==> src/rtl/mul_shift_ctrl.sv <==
// mul_shift_ctrl: sequencer for a shift-and-add multiplier that sits one
// stage downstream of an external left-shift register.
//
// Operation: on an accepted start the operands are latched. The multiplicand
// is written into the shift register through its save handshake. After that,
// the block repeats one ADD step per multiplier bit. Each step conditionally
// adds the register output into the accumulator and then asks the register
// for a left shift. The loop ends early once the remaining multiplier bits
// are all zero. The product is the low WIDTH bits of
// multiplicand*multiplier.
//
// Ports:
//   clk, rst_n               clock (rising edge), async active-low reset
//   start                    one-cycle request, accepted only in IDLE
//   multiplicand, multiplier operands, sampled on accepted start
//   busy                     high from the cycle after start through DONE
//   done                     one-cycle pulse, product valid from this cycle
//   product                  result, held until overwritten by the next DONE
//   save_req / save_fin      level handshake to the register save port
//   left_req / left_fin      level handshake to the register shift port
//   shreg_in                 data to the register (the latched multiplicand)
//   shreg_out                register contents, stable while a fin is high
module mul_shift_ctrl #(
  parameter int WIDTH = 32,
  parameter int CNT_W = 6
) (
  input  logic             clk,
  input  logic             rst_n,
  input  logic             start,
  input  logic [WIDTH-1:0] multiplicand,
  input  logic [WIDTH-1:0] multiplier,
  output logic             busy,
  output logic             done,
  output logic [WIDTH-1:0] product,
  output logic             save_req,
  input  logic             save_fin,
  output logic             left_req,
  input  logic             left_fin,
  output logic [WIDTH-1:0] shreg_in,
  input  logic [WIDTH-1:0] shreg_out
);

  typedef enum logic [2:0] {
    IDLE, SAVE_REQ, SAVE_WAIT, ADD, LEFT_REQ, LEFT_WAIT, DONE
  } state_t;

  localparam logic [CNT_W-1:0] LAST = CNT_W'(WIDTH);

  state_t           state, state_n;
  logic [WIDTH-1:0] acc, acc_n, mplr, mplr_n, product_n, shreg_in_n;
  logic [WIDTH-1:0] acc_sum, mplr_sh;
  logic [CNT_W-1:0] cnt, cnt_n, cnt_inc;
  logic             save_req_n, left_req_n;

  // The fin inputs are asynchronous. Bits [1:0] of each chain synchronize
  // the input. Bit [2] holds the previous synchronized value, so a rise is a
  // single-cycle pulse.
  logic [2:0] save_sync, left_sync;
  logic       save_rise, left_rise;

  always_ff @(posedge clk or negedge rst_n) begin
    if (!rst_n) begin
      save_sync <= '0;
      left_sync <= '0;
    end else begin
      save_sync <= {save_sync[1:0], save_fin};
      left_sync <= {left_sync[1:0], left_fin};
    end
  end

  assign save_rise = save_sync[1] & ~save_sync[2];
  assign left_rise = left_sync[1] & ~left_sync[2];

  assign acc_sum = mplr[0] ? acc + shreg_out : acc;
  assign mplr_sh = mplr >> 1;
  assign cnt_inc = cnt + 1'b1;

  always_comb begin
    state_n    = state;
    acc_n      = acc;
    mplr_n     = mplr;
    cnt_n      = cnt;
    product_n  = product;
    shreg_in_n = shreg_in;
    save_req_n = save_req;
    left_req_n = left_req;
    case (state)
      IDLE: if (start) begin
        shreg_in_n = multiplicand;
        mplr_n     = multiplier;
        acc_n      = '0;
        cnt_n      = '0;
        state_n    = SAVE_REQ;
      end
      SAVE_REQ: begin
        save_req_n = 1'b1;
        state_n    = SAVE_WAIT;
      end
      SAVE_WAIT: if (save_rise) begin
        save_req_n = 1'b0;
        state_n    = ADD;
      end
      ADD: begin
        acc_n  = acc_sum;
        mplr_n = mplr_sh;
        cnt_n  = cnt_inc;
        // Product is loaded on the way into DONE, so it is already valid
        // during the done pulse.
        if (cnt_inc == LAST || mplr_sh == '0) begin
          product_n = acc_sum;
          state_n   = DONE;
        end else begin
          state_n   = LEFT_REQ;
        end
      end
      LEFT_REQ: begin
        left_req_n = 1'b1;
        state_n    = LEFT_WAIT;
      end
      LEFT_WAIT: if (left_rise) begin
        left_req_n = 1'b0;
        state_n    = ADD;
      end
      DONE:    state_n = IDLE;
      default: state_n = IDLE;
    endcase
  end

  always_ff @(posedge clk or negedge rst_n) begin
    if (!rst_n) begin
      state    <= IDLE;
      acc      <= '0;
      mplr     <= '0;
      cnt      <= '0;
      product  <= '0;
      shreg_in <= '0;
      save_req <= 1'b0;
      left_req <= 1'b0;
    end else begin
      state    <= state_n;
      acc      <= acc_n;
      mplr     <= mplr_n;
      cnt      <= cnt_n;
      product  <= product_n;
      shreg_in <= shreg_in_n;
      save_req <= save_req_n;
      left_req <= left_req_n;
    end
  end

  assign busy = (state != IDLE);
  assign done = (state == DONE);

endmodule
==> config.mk <==
export PLATFORM = sky130hd
export DESIGN_NAME = mul_shift_ctrl
export DESIGN_NICKNAME = d
export VERILOG_FILES = /design/src/rtl/mul_shift_ctrl.sv
export SDC_FILE = /design/constraint.sdc
export NUM_CORES = 1
export LEC_CHECK = 0
export ABC_CLOCK_PERIOD_IN_PS = 6800
export CORE_MARGIN = 1
export CORE_UTILIZATION = 56
export CTS_CLUSTER_DIAMETER = 200
export DETAILED_ROUTE_END_ITERATION = 8
export GPL_ROUTABILITY_DRIVEN = 1
export HOLD_SLACK_MARGIN = 0.03
export PLACE_DENSITY_LB_ADDON = 0.2
export SLEW_MARGIN = 25
export SYNTH_ARGS = -nofsm -noshare
export SYNTH_HDL_FRONTEND = slang
export SYNTH_SLANG_ARGS = --single-unit
==> constraint.sdc <==
create_clock -name clk -period 6.8 [get_ports clk]
set_clock_uncertainty 0.1 [all_clocks]
set_input_delay 1.36 -clock clk [delete_from_list [all_inputs] [get_ports clk]]
set_output_delay 1.36 -clock clk [all_outputs]
set_load 0.02 [all_outputs]
# --- Yosys cells after proc, flatten, opt, wreduce, memory -nomap -nowiden ---
# Cells that the tools add are included.
op_classes:
  mux: 16
  n_reduce_logical: 13
  n_addsub: 2
  eq_ne: 10
  n_shift: 0
  bitwise_logic: 4
  div: 0
  n_lt_le_gt_ge: 0
  mul: 0
ops:
  columns: ["operator", "count"]
  rows:
  - ["32-bit one-hot mux with 2 select lines", 2]
  - ["32-bit two-way mux", 3]
  - ["32-bit adder", 1]
  - ["32-bit logical NOT", 1]
  - ["3-bit one-hot mux with 6 select lines", 1]
  - ["6-bit one-hot mux with 2 select lines", 1]
  - ["2-bit AND reduction", 5]
  - ["3-bit equality test, second input constant", 3]
  - ["3-bit two-way mux", 3]
  - ["6-bit by 1-bit adder with 6-bit output, second input constant", 1]
  - ["3-bit by 2-bit equality test with 1-bit output, second input constant", 2]
  - ["6-bit equality test, second input constant", 1]
  - ["6-bit two-way mux", 1]
  - ["2-bit != test, second input constant", 3]
  - ["2-bit nonzero test", 3]
  - ["1-bit one-hot mux with 2 select lines", 2]
  - ["3-bit by 1-bit equality test with 1-bit output, second input constant", 1]
  - ["3-bit logical NOT", 1]
  - ["3-bit AND reduction", 1]
  - ["3-bit nonzero test", 1]
  - ["1-bit AND", 2]
  - ["1-bit two-way mux", 2]
  - ["2-bit two-way mux", 1]
  - ["1-bit inverter", 2]
  - ["1-bit logical OR", 1]
totals:
  ram_bits: 0
  elab_cells: 55
  mem_bits_ro: 0
  in_bits: 101
  mem_count: 0
  register_bits: 145
  output_inout_bits: 68
  latch_bits: 0

# --- Longest topological paths before layout ---
depth:
  word_depth: 5
  ltp_mapped: 11
  mapped_depth_nobuf: 11

# --- Worst setup path before layout ---
# OpenSTA, ideal clock, no wires.
synth_timing:
  kind: "input to register"
  from: "input port shreg_out[0]"
  to: "register acc[28]"
  required_ns: 6.569
  t_arrival_ns: 3.439
  path_stages: 11
  path_buffers: 0
  setup_time_ns: 0.131
  setup_slack_ns: 3.129
  path_cell_list: "ha_1 -> fa_1 -> a21oi_1 -> o21ai_1 -> a211oi_2 -> nor2_1 -> o221ai_2 -> o221ai_2 -> a221oi_4 -> xor2_1 -> o21ai_1"
synth_via:
  elab_chain_len: 3
synth_lines:
  columns: ["item", "line_no", "source"]
  rows:
  - ["start: declaration", "40", "input logic [WIDTH-1:0] shreg_out"]
  - ["32-bit adder", "74", "assign acc_sum = mplr[0] ? acc + shreg_out : acc;"]
  - ["32-bit two-way mux", "74", null]
  - ["32-bit one-hot mux with 2 select lines", "87", "case (state)"]
  - ["end signal: assignment", "141", "acc <= acc_n;"]
  - ["end: declaration", "50", "logic [WIDTH-1:0] acc, acc_n, mplr, mplr_n, product_n, shreg_in_n;"]
# Every way passes these cells.
# A chain may end at the register's enable or synchronous reset.

# --- Worst setup path after layout ---
# Same ends and word-level chain as after synthesis.

==> reports/qor.csv <==
stage;metric;value;unit
logic_synthesis;synth_cell_types;62;
route;via_per_inst;5.620;
route;routed-via-count;6840;
route;wirelength;19650;um
pwr;p_per_area;415.6;nW/um2
clock_network;cts_tree;yes;
placed_design;place_ws;2.292;ns
logic_synthesis;postSynthCellCount;875;
logic_synthesis;yosysWarningCount;0;
critical_path;worstReg2RegStart;acc[0]$_DFFE_PN0P_;
finish;drive_gt1_share;6.943;%
floorplan;dieArea;14700;um2
finish;antenna_cells;0;
logic_synthesis;synth_area;7961;um2
finish;num-fill-cells;1022;
finish;seqCellArea;3628;um2
placed_design;placed_cell_area;9771;um2
critical_path;endpoint;acc[28]$_DFFE_PN0P_;
finish;multiInputGateArea;4095;um2
floorplan;start_util;57.36;%
route;drt-initial-drc-count;416;
logic_synthesis;ys_seq_area_share;45.58;%
hold_path;hp-class;reg -> reg;
logic_synthesis;synth_edf_count;0;
sta;relSlewSlack;41.83;%
critical_path;critPathArrivalTime;4.31;ns
clock_network;clkLatencyLatePin;0.43;ns
placed_design;placedCellCount;1186;
sta;rsz0062_at_grt;false;
critical_path;cp-end-kind;flip-flop;
logic_synthesis;ys_ff_latch;145;
clock_network;clkSlewWorstSetupHoldPaths;0.06;ns
critical_path;r2r_cells;11;
finish;fin_nets;1159;
route;wl_per_cell;16.15;um
grt;grt_pass1_vias;6644;
sta;fin_ws;2.692;ns
route;drc;0;
sta;min_period;4.108;ns
clock_network;cts_hold_buf;0;
floorplan;chipWidth;121.2;um
grt;antenna_found_initial;0;
logic_synthesis;async_flop_share;100.0;%
logic_synthesis;ys.flop_type;dfrtp_1;
floorplan;die_h;121.2;um
grt;grt.total_usage;28.03;%
grt;grt_overflow;0;
critical_path;crit_start;shreg_out[0];
finish;stdcell_area;10410;um2
clock_network;root_buffer;clkbuf_16;
logic_synthesis;synth.avg_cell_area;9.099;um2
sta;timing.fmax;243.4;MHz
placed_design;port_buffers;168;
critical_path;cp.required;7.00;ns
clock_network;ctsResizeCount;0;
pwr;total_power;4.327;mW
finish;area_growth_syn_to_layout;30.79;%
sta;setup-violations-final;0;
grt;grt_max_degree;91;
critical_path;critical_path_class;in -> reg;
clock_network;clock_path_buffers;2;
floorplan;ios;169;
logic_synthesis;syn-num-nets;1009;
sta;fin_setup_tns;0;ns
sta;period_share;60.41;%
floorplan;core_area;13880;um2
route;dr.pass1.iters;5;
pwr;leakagePower;4.673;nW
critical_path;r2r_slack;3.66;ns
placed_design;dp_hpwl;13370;um
pwr;ir_drop;0.2330;mV
route;drtAntennaViolNets;0;
sta;maxSlewViolCount;0;
finish;fin_cells;1217;
sta;hold_violations;0;
critical_path;worstPathMaxFanout;3;
critical_path;r2r-end;acc[28]$_DFFE_PN0P_;
finish;final_common_cell;nand2_1;
sta;worst_slew_pin_slew;0.8725;ns
clock_network;clock_sinks;145;
clock_network;cts_setup_buffers;0;
run_status;status;completed;
clock_network;htreeDepth;4;
clock_network;numCtsBuffers;17;
flow_run;cap_violations;0;
critical_path;start_kind;input pin;
finish;final_cell_mix;nand2_1, clkdlybuf4s50_1, dfrtp_1;
grt;grt_pass1_wl;32060;um
placed_design;gp_congestion;0.8973;
floorplan;rows;43;
-- kinds of logic (layout without fill, tap and decap cells) --
group                      Yosys count  after routing  synth area share, %
AOI/OAI and AO/OA                  210            210                16.69
xor gates and xnor gates            29             29                3.285
adders and majority gates           33             33                5.280
buffers and inverters               66            228                3.238
DFF                                145            145                45.58
muxes                               57             57                7.308
and+or+nand+nor                    335            335                18.62
-- where the power goes --
group / total [mW] / switching, mW / internal (mW) / leakage [nW]
combinational: 1.93 / 1.11 / 0.822 / 2.63
clock: 1.02 / 0.354 / 0.667 / 0.313
sequential: 1.38 / 0.223 / 1.15 / 1.73
total: 4.33 / 1.69 / 2.64 / 4.67
-- worst max-delay path, stage by stage --
cell and delay (ns):
clkdlybuf4s50_1 0.41, ha_1 0.23, fa_1 0.42, a21oi_1 0.21, o21ai_1 0.14, a211oi_2 0.39, nor2_1 0.12, o221ai_2 0.31
o221ai_2 0.17, a221oi_4 0.29, xor2_1 0.19, o21ai_1 0.08
-- state kept, by name, summed over array words and instances (netlist names) --
| register | flops |
|---|---|
| left_req | 1 |
| cnt | 6 |
| shreg_in | 32 |
| state | 3 |
| save_sync | 3 |
| mplr | 32 |
| save_req | 1 |
| product | 32 |
| left_sync | 3 |
| acc | 32 |
-- worst min path at each step --
stage                           startpoint                endpoint  slack, ns  cells after the start
floorplan           left_sync[0]$_DFF_PN0_  left_sync[1]$_DFF_PN0_       0.23                      0
global placement    save_sync[0]$_DFF_PN0_  save_sync[1]$_DFF_PN0_       0.24                      0
detailed placement  save_sync[0]$_DFF_PN0_  save_sync[1]$_DFF_PN0_       0.24                      0
CTS                 save_sync[0]$_DFF_PN0_  save_sync[1]$_DFF_PN0_       0.25                      0
global route        left_sync[0]$_DFF_PN0_  left_sync[1]$_DFF_PN0_       0.26                      0
finish              save_sync[0]$_DFF_PN0_  save_sync[1]$_DFF_PN0_       0.25                      0
-- layout make-up --
cell class | count | area share, %
repair buffers | 176 | 16.74
inverters | 21 | 0.7570
multi-input cells | 664 | 39.33
clock buffers | 21 | 4.422
clock inverters | 10 | 1.742
well taps | 180 | 2.163
flip-flops and latches | 145 | 34.85
-- routing by layer --
metal | vias up | global-route usage [%] | wire length (um)
met2 | 202 | 44.50 | 9348
met1 | 3269 | 36.53 | 8694
li1 | 3342 | - | -
met5 | - | 0 | 0
met4 | 0 | 10.34 | 354
met3 | 27 | 7.895 | 1255
-- synthesized netlist by cell type (all sizes together), types with 2 or more instances --
cell type	count	area, um2
a22o	3	26.28
ha	32	400.4
nor4	8	65.06
o211ai	2	15.01
and4	2	17.52
mux2i	48	480.5
and3	10	62.56
xor2	16	140.1
nand2b	7	43.79
a211oi	8	75.08
nand3b	3	22.52
nand3	31	155.2
mux2	9	101.4
a2111oi	2	55.05
or2	2	12.52
o21bai	7	52.55
or4	2	15.01
a31oi	3	18.77
a21o	18	135.1
nor3	7	35.03
inv	21	78.82
xnor2	13	121.4
o221ai	2	30.03
o21a	3	22.52
nand4	7	43.79
dfrtp	145	3628
nor2	36	142.6
nand2	210	790.8
nor2b	3	18.77
clkbuf	32	120.1
buf	13	58.81
and2	4	25.02
o21ai	106	534.3
a21oi	43	219.0
-- stage by stage --
step / hold slack, ns / util [%]
floorplan: 0.2312 / -
global placement: 0.2355 / 70.39
detailed placement: 0.2387 / 70.39
CTS: 0.2487 / 75.01
global route: 0.2599 / 75.01
finish: 0.2518 / 75.01
Note: power is estimated with default switching activity, not from simulation.
